[config.mk]
export PLATFORM = sky130hd
export DESIGN_NAME = trajectory_stepper_flat
export DESIGN_NICKNAME = d
export VERILOG_FILES = /design/src/rtl/traj_pkg.sv /design/src/rtl/trajectory_stepper_if.sv /design/src/rtl/traj_add32.sv /design/src/rtl/trajectory_stepper.sv /design/src/flat_wrapper.sv
export SDC_FILE = /design/constraint.sdc
export NUM_CORES = 1
export LEC_CHECK = 0
export CORE_MARGIN = 4
export CORE_UTILIZATION = 35
export DETAILED_ROUTE_END_ITERATION = 12
export PLACE_DENSITY = 0.58
export SLEW_MARGIN = 10
export SYNTH_ARGS = -nofsm -noshare
export SYNTH_HDL_FRONTEND = slang
export SYNTH_SLANG_ARGS = --single-unit
[constraint.sdc]
create_clock -name clock -period 11.1 [get_ports clock]
set_clock_uncertainty 0.15 [all_clocks]
set_input_delay 1.11 -clock clock [delete_from_list [all_inputs] [get_ports clock]]
set_output_delay 1.11 -clock clock [all_outputs]
set_load 0.005 [all_outputs]
[src/rtl/traj_pkg.sv]
// Shared definitions for the trajectory stepper: FSM states and register field layout.
package traj_pkg;

  typedef enum logic [1:0] {
    S_IDLE,
    S_LOAD,
    S_STEP,
    S_DONE
  } traj_state_e;

  // reg29 status layout
  localparam int unsigned R29_VALID_BIT = 0;
  localparam int unsigned R29_OVF_BIT   = 1;
  localparam int unsigned R29_HIT_BIT   = 2;
  localparam int unsigned R29_BUSY_BIT  = 3;
  localparam int unsigned R29_STEPS_LSB = 8;
  localparam int unsigned R29_STEPS_MSB = 23;
  localparam int unsigned R29_TAG_LSB   = 24;
  localparam int unsigned R29_TAG_MSB   = 31;

  // reg26 command layout
  localparam int unsigned R26_N_LSB   = 0;
  localparam int unsigned R26_N_MSB   = 15;
  localparam int unsigned R26_TAG_LSB = 24;
  localparam int unsigned R26_TAG_MSB = 31;

endpackage

[src/rtl/trajectory_stepper_if.sv]
// Shared register window between the register file (master) and the stepper (slave).
interface trajectory_stepper_if;
  logic [31:0] reg20;
  logic [31:0] reg21;
  logic [31:0] reg22;
  logic [31:0] reg23;
  logic [31:0] reg24;
  logic [31:0] reg25;
  logic [31:0] reg26;
  logic [31:0] reg27;
  logic [31:0] reg28;
  logic [31:0] reg29;

  modport master (
    output reg20, reg21, reg22, reg23, reg24, reg25, reg26,
    input  reg27, reg28, reg29
  );

  modport slave (
    input  reg20, reg21, reg22, reg23, reg24, reg25, reg26,
    output reg27, reg28, reg29
  );
endinterface

[src/rtl/traj_add32.sv]
// 32-bit wrapping signed adder; overflow flag is live only with TRAJ_OVERFLOW_DET_EN.
module traj_add32 (
  input  logic signed [31:0] a,
  input  logic signed [31:0] b,
  output logic signed [31:0] sum,
  output logic               ovf
);

  assign sum = a + b;

`ifdef TRAJ_OVERFLOW_DET_EN
  assign ovf = (a[31] == b[31]) && (sum[31] != a[31]);
`else
  assign ovf = 1'b0;
`endif

endmodule

[src/rtl/trajectory_stepper.sv]
// Euler projectile integrator on the shared register window (one step per cycle).
// Optional signed-overflow termination: TRAJ_OVERFLOW_DET_EN.
module trajectory_stepper
  import traj_pkg::*;
#(
  parameter int unsigned STEP_W = 16,
  parameter int unsigned TAG_W  = 8
) (
  input logic                 clock,
  input logic                 ctrl_reset,
  trajectory_stepper_if.slave regs
);

  traj_state_e state, state_next;

  logic [TAG_W-1:0]  cmd_tag, cur_tag, out_tag;
  logic [STEP_W-1:0] cmd_n, n_steps, count, out_steps;
  logic signed [31:0] x, y, vx, vy, ay, g;
  logic signed [31:0] sum_x, sum_y, sum_vy;
  logic signed [31:0] out_x, out_y;
  logic ovf_x, ovf_y, ovf_vy, step_ovf;
  logic tag_changed, y_below, last_step;
  logic hit, out_hit, out_ovf, out_valid;
  logic unused_cmd_bits;
  logic [31:0] status;

  assign cmd_tag         = TAG_W'(regs.reg26[R26_TAG_MSB:R26_TAG_LSB]);
  assign cmd_n           = STEP_W'(regs.reg26[R26_N_MSB:R26_N_LSB]);
  assign unused_cmd_bits = ^regs.reg26[R26_TAG_LSB-1:R26_N_MSB+1];

  traj_add32 u_add_x  (.a(x),  .b(vx), .sum(sum_x),  .ovf(ovf_x));
  traj_add32 u_add_y  (.a(y),  .b(vy), .sum(sum_y),  .ovf(ovf_y));
  traj_add32 u_add_vy (.a(vy), .b(ay), .sum(sum_vy), .ovf(ovf_vy));

  assign tag_changed = (cmd_tag != cur_tag);
  assign y_below     = (sum_y < g);
  assign last_step   = ((count + STEP_W'(1)) == n_steps);
  assign step_ovf    = ovf_x | ovf_y | ovf_vy;

  always_ff @(posedge clock) begin
    if (ctrl_reset) state <= S_IDLE;
    else            state <= state_next;
  end

  // A tag change during STEP takes priority over every stop condition.
  always_comb begin
    state_next = state;
    case (state)
      S_IDLE: if (tag_changed) state_next = S_LOAD;
      S_LOAD: state_next = (cmd_n == '0) ? S_DONE : S_STEP;
      S_STEP: begin
        if (tag_changed)                         state_next = S_LOAD;
        else if (y_below || last_step || step_ovf) state_next = S_DONE;
      end
      S_DONE: state_next = S_IDLE;
      default: state_next = S_IDLE;
    endcase
  end

`ifdef TRAJ_OVERFLOW_DET_EN
  logic ovf;
`else
  assign out_ovf = 1'b0;
`endif

  always_ff @(posedge clock) begin
    if (ctrl_reset) begin
      x         <= '0;
      y         <= '0;
      vx        <= '0;
      vy        <= '0;
      ay        <= '0;
      g         <= '0;
      n_steps   <= '0;
      count     <= '0;
      cur_tag   <= '0;
      hit       <= 1'b0;
      out_x     <= '0;
      out_y     <= '0;
      out_tag   <= '0;
      out_steps <= '0;
      out_hit   <= 1'b0;
      out_valid <= 1'b0;
`ifdef TRAJ_OVERFLOW_DET_EN
      ovf       <= 1'b0;
      out_ovf   <= 1'b0;
`endif
    end else begin
      case (state)
        S_LOAD: begin
          x       <= signed'(regs.reg25);
          y       <= signed'(regs.reg24);
          vx      <= signed'(regs.reg23);
          vy      <= signed'(regs.reg22);
          ay      <= signed'(regs.reg21);
          g       <= signed'(regs.reg20);
          n_steps <= cmd_n;
          cur_tag <= cmd_tag;
          count   <= '0;
          hit     <= 1'b0;
`ifdef TRAJ_OVERFLOW_DET_EN
          ovf     <= 1'b0;
`endif
        end
        S_STEP: begin
          if (!tag_changed) begin
            x     <= sum_x;
            y     <= sum_y;
            vy    <= sum_vy;
            count <= count + STEP_W'(1);
            hit   <= y_below;
`ifdef TRAJ_OVERFLOW_DET_EN
            ovf   <= step_ovf;
`endif
          end
        end
        S_DONE: begin
          out_x     <= x;
          out_y     <= y;
          out_tag   <= cur_tag;
          out_steps <= count;
          out_hit   <= hit;
          out_valid <= 1'b1;
`ifdef TRAJ_OVERFLOW_DET_EN
          out_ovf   <= ovf;
`endif
        end
        default: ;
      endcase
    end
  end

  always_comb begin
    status = '0;
    status[R29_TAG_MSB:R29_TAG_LSB]     = 8'(out_tag);
    status[R29_STEPS_MSB:R29_STEPS_LSB] = 16'(out_steps);
    status[R29_BUSY_BIT]                = (state != S_IDLE);
    status[R29_HIT_BIT]                 = out_hit;
    status[R29_OVF_BIT]                 = out_ovf;
    status[R29_VALID_BIT]               = out_valid;
  end

  assign regs.reg27 = out_x;
  assign regs.reg28 = out_y;
  assign regs.reg29 = status;

endmodule

[src/flat_wrapper.sv]
// flat-port wrapper written by rule: the top's interface ports become plain ports
module trajectory_stepper_flat import traj_pkg::*;
#(
  parameter int unsigned STEP_W = 16,
  parameter int unsigned TAG_W  = 8
)
  (clock, ctrl_reset, regs_reg20, regs_reg21, regs_reg22, regs_reg23, regs_reg24, regs_reg25, regs_reg26, regs_reg27, regs_reg28, regs_reg29);
  trajectory_stepper_if regs_i ();
  input logic clock;
  input logic ctrl_reset;
  input wire logic [$bits(regs_i.reg20)-1:0] regs_reg20;
  input wire logic [$bits(regs_i.reg21)-1:0] regs_reg21;
  input wire logic [$bits(regs_i.reg22)-1:0] regs_reg22;
  input wire logic [$bits(regs_i.reg23)-1:0] regs_reg23;
  input wire logic [$bits(regs_i.reg24)-1:0] regs_reg24;
  input wire logic [$bits(regs_i.reg25)-1:0] regs_reg25;
  input wire logic [$bits(regs_i.reg26)-1:0] regs_reg26;
  output wire logic [$bits(regs_i.reg27)-1:0] regs_reg27;
  output wire logic [$bits(regs_i.reg28)-1:0] regs_reg28;
  output wire logic [$bits(regs_i.reg29)-1:0] regs_reg29;
  assign regs_i.reg20 = regs_reg20;
  assign regs_i.reg21 = regs_reg21;
  assign regs_i.reg22 = regs_reg22;
  assign regs_i.reg23 = regs_reg23;
  assign regs_i.reg24 = regs_reg24;
  assign regs_i.reg25 = regs_reg25;
  assign regs_i.reg26 = regs_reg26;
  assign regs_reg27 = regs_i.reg27;
  assign regs_reg28 = regs_i.reg28;
  assign regs_reg29 = regs_i.reg29;
  trajectory_stepper #(.STEP_W(STEP_W), .TAG_W(TAG_W)) u_core (.clock(clock), .ctrl_reset(ctrl_reset), .regs(regs_i));
endmodule
# Yosys cells after proc, flatten, opt, wreduce, memory -nomap -nowiden
# Index checks and enable logic that the tools add are counted.
# word_totals
register_bits	325
inputBits	226
out_inout_bits	96
word_cells	52
# op_classes
add_sub_neg	4
order_cmp	1
eq_ne	8
n_mux	15
n_reduce_logical	7
# ops
cell	count
$pmux 32 s2	3
$add 32x32->32	3
$mux 32	3
$lt 32x32->1	1
$pmux 16 s2	1
$add 16x1->16 const B	1
$eq 16x16->1	1
$logic_not 16->1	1
$mux 16	1
$ne 8x8->1	1
$pmux 2 s4	1
$mux 2	3
$eq 2x2->1 const B	2
$reduce_and 2->1	2
$reduce_bool 2->1	2
$ne 3x1->1 const B	1
$eq 2x1->1 const B	1
$logic_not 2->1	1
$mux 1	2
$ne 2x1->1 const B	1
$ne 2x2->1 const B	1
$pmux 1 s2	1
$logic_or 1x1->1	1

# Depth between registers and ports, before layout
# depth
word_depth	6
depth_mapped	19
ltp_nobuf	19

# Cells and area by module
# A second synthesis with hierarchy kept.
# unflattened
hier_cells	2386
hier_area_um2	19007.0
# modules_own_cells
mod	instances	cells_per_inst	area_each_um2
trajectory_stepper	1	1657	13740.7
traj_add32	3	243	1755.4

# Worst setup path before layout
# OpenSTA, ideal clock, no wires.
# synth_timing
path_kind	register to register
from	register u_core.vy[0]
to	register u_core.hit
t_arrival_ns	3.938
t_required_ns	10.822
slack_ns	6.884
stages_incl_launch_ff	19
n_path_buf	0
period_less_slack_ns	4.216
path_cell_list	dfxtp_1 > ha_1 > fa_1 > a211oi_2 > o21bai_1 > o211ai_2 > a21oi_2 > nor4_4 > o31ai_4 > a221o_1 > xor2_2 > ha_1 > nand4_1 > or2_2 > a211o_1 > a41oi_1 > a2bb2oi_1 > a2bb2oi_1 > nor2_1
# synth_via
elab_chain_cells	4
# synth_rtl
item	line	rtl
start: declaration	trajectory_stepper.sv:18	logic signed [31:0] x, y, vx, vy, ay, g;
start signal: assignment	trajectory_stepper.sv:94	vy <= signed'(regs.reg22);
start signal: assignment	trajectory_stepper.sv:109	vy <= sum_vy;
$add 32x32->32	traj_add32.sv:9	assign sum = a + b;
$lt 32x32->1	trajectory_stepper.sv:36	assign y_below = (sum_y < g);
$mux 1	trajectory_stepper.sv:106	if (!tag_changed) begin
$pmux 1 s2	trajectory_stepper.sv:89	case (state)
end signal: assignment	trajectory_stepper.sv:111	hit <= y_below;
end: declaration	trajectory_stepper.sv:23	logic hit, out_hit, out_ovf, out_valid;
# No other way between the ends. The select of a mux whose other input is x is not followed.
# A chain may end at the register's enable or synchronous reset.

# Final worst setup path
# Same ends and word-level chain as after synthesis.

==> impl_metrics.ini <==
[power_and_ir_drop]
sw_frac_of_total = 0.288
p_int_mw = 2.20
p_seq_frac = 0.412
net-switching-power_uw = 894
finalPower_mw = 3.10
power_frac_comb = 0.186
leakage_nw = 8.94
peakVddDrop_uv = 94.4
power.density_nw_per_um2 = 135
p_clk_frac = 0.402

[global_route]
grt_pass1_wl_mm = 98.8
grt_max_degree = 102
grtUsageMet3 = 0.0330
antenna_found_initial = 1
grt_pass1_vias = 17200
met1_usage = 0.301
grt_overflow = 0
use_met2 = 0.357
grt_usage = 0.219
grt-busiest-layer = met2

[yosys]
ys_ff_latch = 325
yosys.area.top_type_share = 0.357
synth-simple-area-share = 0.207
synth_top_area_cell = dfxtp_1
synthesis.area_um2 = 18200
synth.most_common_cell = nand2_1
synth_cells = 2380
synth_top_family_by_area = compound AO/OA/AOI/OAI gates
avgSynthCellArea_um2 = 7.66
yosysWarnings = 0
synthMuxAreaShare = 0.00940
yosys.area_share.xor_xnor = 0.0518
synthArstFlopShare = 0
synthDistinctLibCells = 80
synth.area.top_cells = dfxtp_1 (36%), nand2_1 (11%), a21oi_1 (9.5%)
synth_edf_count = 0
ys_seq_area_frac = 0.357
synthAdderAreaFrac = 0.0891
synth_compound_area_frac = 0.239
ys.flop_type = dfxtp_1
synthTopCellsByCount = nand2_1 (542), a21oi_1 (345), dfxtp_1 (325)

[critical_path]
critPathMaxFanout = 3
r2r_cells = 18
worstSetupStartpointType = flop
arrival_ps = 5400
crit_path_end_kind = flop
worstSetupPathType = flop to flop
r2r-start = u_core.vy[0]
reg2reg_slack_ps = 5960
r2r-end = u_core.hit
cp.required_ps = 11360

[min_path]
min-delay-start = u_core.regs.reg27[21]
min_path_cells = 2
hold_path_end = u_core.regs.reg27[21]
hp-class = flop to flop

[drt]
wl_per_cell_um = 19.4
drt_iter0_drc = 1361
wl_mm = 64.0
postRouteAntennaNets = 0
vias_per_cell = 5.39
drc = 0
dr.pass1.iters = 5
vias = 17800

[placement]
dp_cells = 3233
pre_cts_ws_ps = 5950
io_buffers = 308
dpl.hpwl_mm = 45.5
gp_congestion = 0.917

[sta]
period_needed_ps = 5140
slew_viol_final = 0
hold_viol = 0
max_freq_mhz = 195
slew_headroom = 0.206
fin_ws_ps = 5960
rsz0062_at_grt = no
setup_viol = 0
setup_tns_ps = 0
tightest_slew_ps = 1190
finalCritPeriodShare = 0.463

[clocking]
clockBufferDepth = 3
post_cts_resized = 0
clkLatencyLatePin_ps = 550
cts.sinks = 325
clkTransAtPathRegs_ps = 60
post-cts-setup-buffer-count = 0
cts_buffers = 40
cts-root-buf = clkbuf_16
cts_tree = built
htree_levels = 2
cts_hold_buf = 0

[floorplanning]
boundaryPins = 322
fp.coreArea_um2 = 51400
initial_utilization = 0.355
dieArea_um2 = 55800
fp.dieW_um = 236
rows = 83
dieHeight_um = 236

[run]
drv_cap = 0

[cells_and_area]
post_route_cells_drive_above_1_share = 0.0389
area_growth_pct = 26.0
fin_cells = 3300
num_antenna_cells = 0
nets = 2949

[run_status]
status = completed
## routing by layer
metal  share of wire  wire length [µm]  vias up
li1                -                 -     8748
met1            0.46             29600     8423
met2            0.45             28900      521
met3           0.056              3600       99
met4           0.029              1870        2
met5        0.000063                 4        -
## cell usage in the layout, fill, tap and decap left out, types with 62 or more instances in the layout
master | netlist | layout
nand2_1 | 542 | 540
a21oi_1 | 345 | 345
dfxtp_1 | 325 | 325
clkdlybuf4s50_1 | 0 | 307
nor2_1 | 157 | 156
ha_1 | 125 | 125
o21ai_0 | 71 | 71
xnor2_1 | 67 | 67
inv_1 | 65 | 65
a21o_1 | 62 | 62
## final cells by class
cell class,count,area (µm²)
clock buffers,59,1170
clock inverters,8,52.6
fillers,5186,28400
inverters,65,244
multi-input cells,1842,11000
flip-flops and latches,325,6510
well taps,680,851
repair buffers,321,3190
## power by group through the flow
stage	Combinational [mW]	Sequential, mW	Clock (mW)
after detailed placement	0.572	1.30	0
after global placement	0.561	1.30	0
final	0.577	1.28	1.25
after CTS	0.576	1.28	1.28
after global routing	0.642	1.28	1.32
after floorplan	0.373	1.28	0
## metrics by stage
| stage | util | hold WS [ps] | area, µm² |
|---|---|---|---|
| CTS | 0.447 | 305 | 23000 |
| floorplan | - | 283 | 18200 |
| global placement | 0.423 | 294 | 21700 |
| finish | 0.447 | 302 | 23000 |
| global route | 0.447 | 317 | 23000 |
| detailed placement | 0.423 | 298 | 21700 |
## cells by family after synthesis
kind of cell,after synthesis
and+or+nand+nor,885
other,1
DFF,325
buffers and inverters,217
xor gates and xnor gates,107
AOI/OAI and AO/OA,700
adders and majority gates,128
muxes,17
## worst max-delay path: stages (launching register included)
cell and delay, ps:
dfxtp_1 360, ha_1 260, fa_1 450, a211oi_2 190, o21bai_1 150, o211ai_2 310
a21oi_2 140, nor4_4 340, o31ai_4 110, a221o_1 370, xor2_2 180, ha_1 310
nand4_1 100, or2_2 360, a211o_1 250, a41oi_1 320, a2bb2oi_1 410, a2bb2oi_1 200
nor2_1 50
## state kept, by name (all words and copies together) (netlist names), 32 cells and up
signal / count
u_core.g: 32
u_core.ay: 32
u_core.x: 32
u_core.y: 32
u_core.regs.reg27: 32
u_core.regs.reg28: 32
u_core.vy: 32
u_core.vx: 32
## worst max-delay path by stage
stage | start | end | slack [ps] | depth (start not counted)
floorplan | u_core.vy[0] | u_core.hit | 6880 | 18
global placement | u_core.vy[0] | u_core.hit | 5990 | 18
detailed placement | u_core.vy[0] | u_core.hit | 5950 | 18
CTS | u_core.vy[0] | u_core.hit | 5930 | 18
global route | u_core.vy[0] | u_core.hit | 5620 | 19
finish | u_core.vy[0] | u_core.hit | 5960 | 18
No activity file was read; power rests on OpenSTA's default activity.
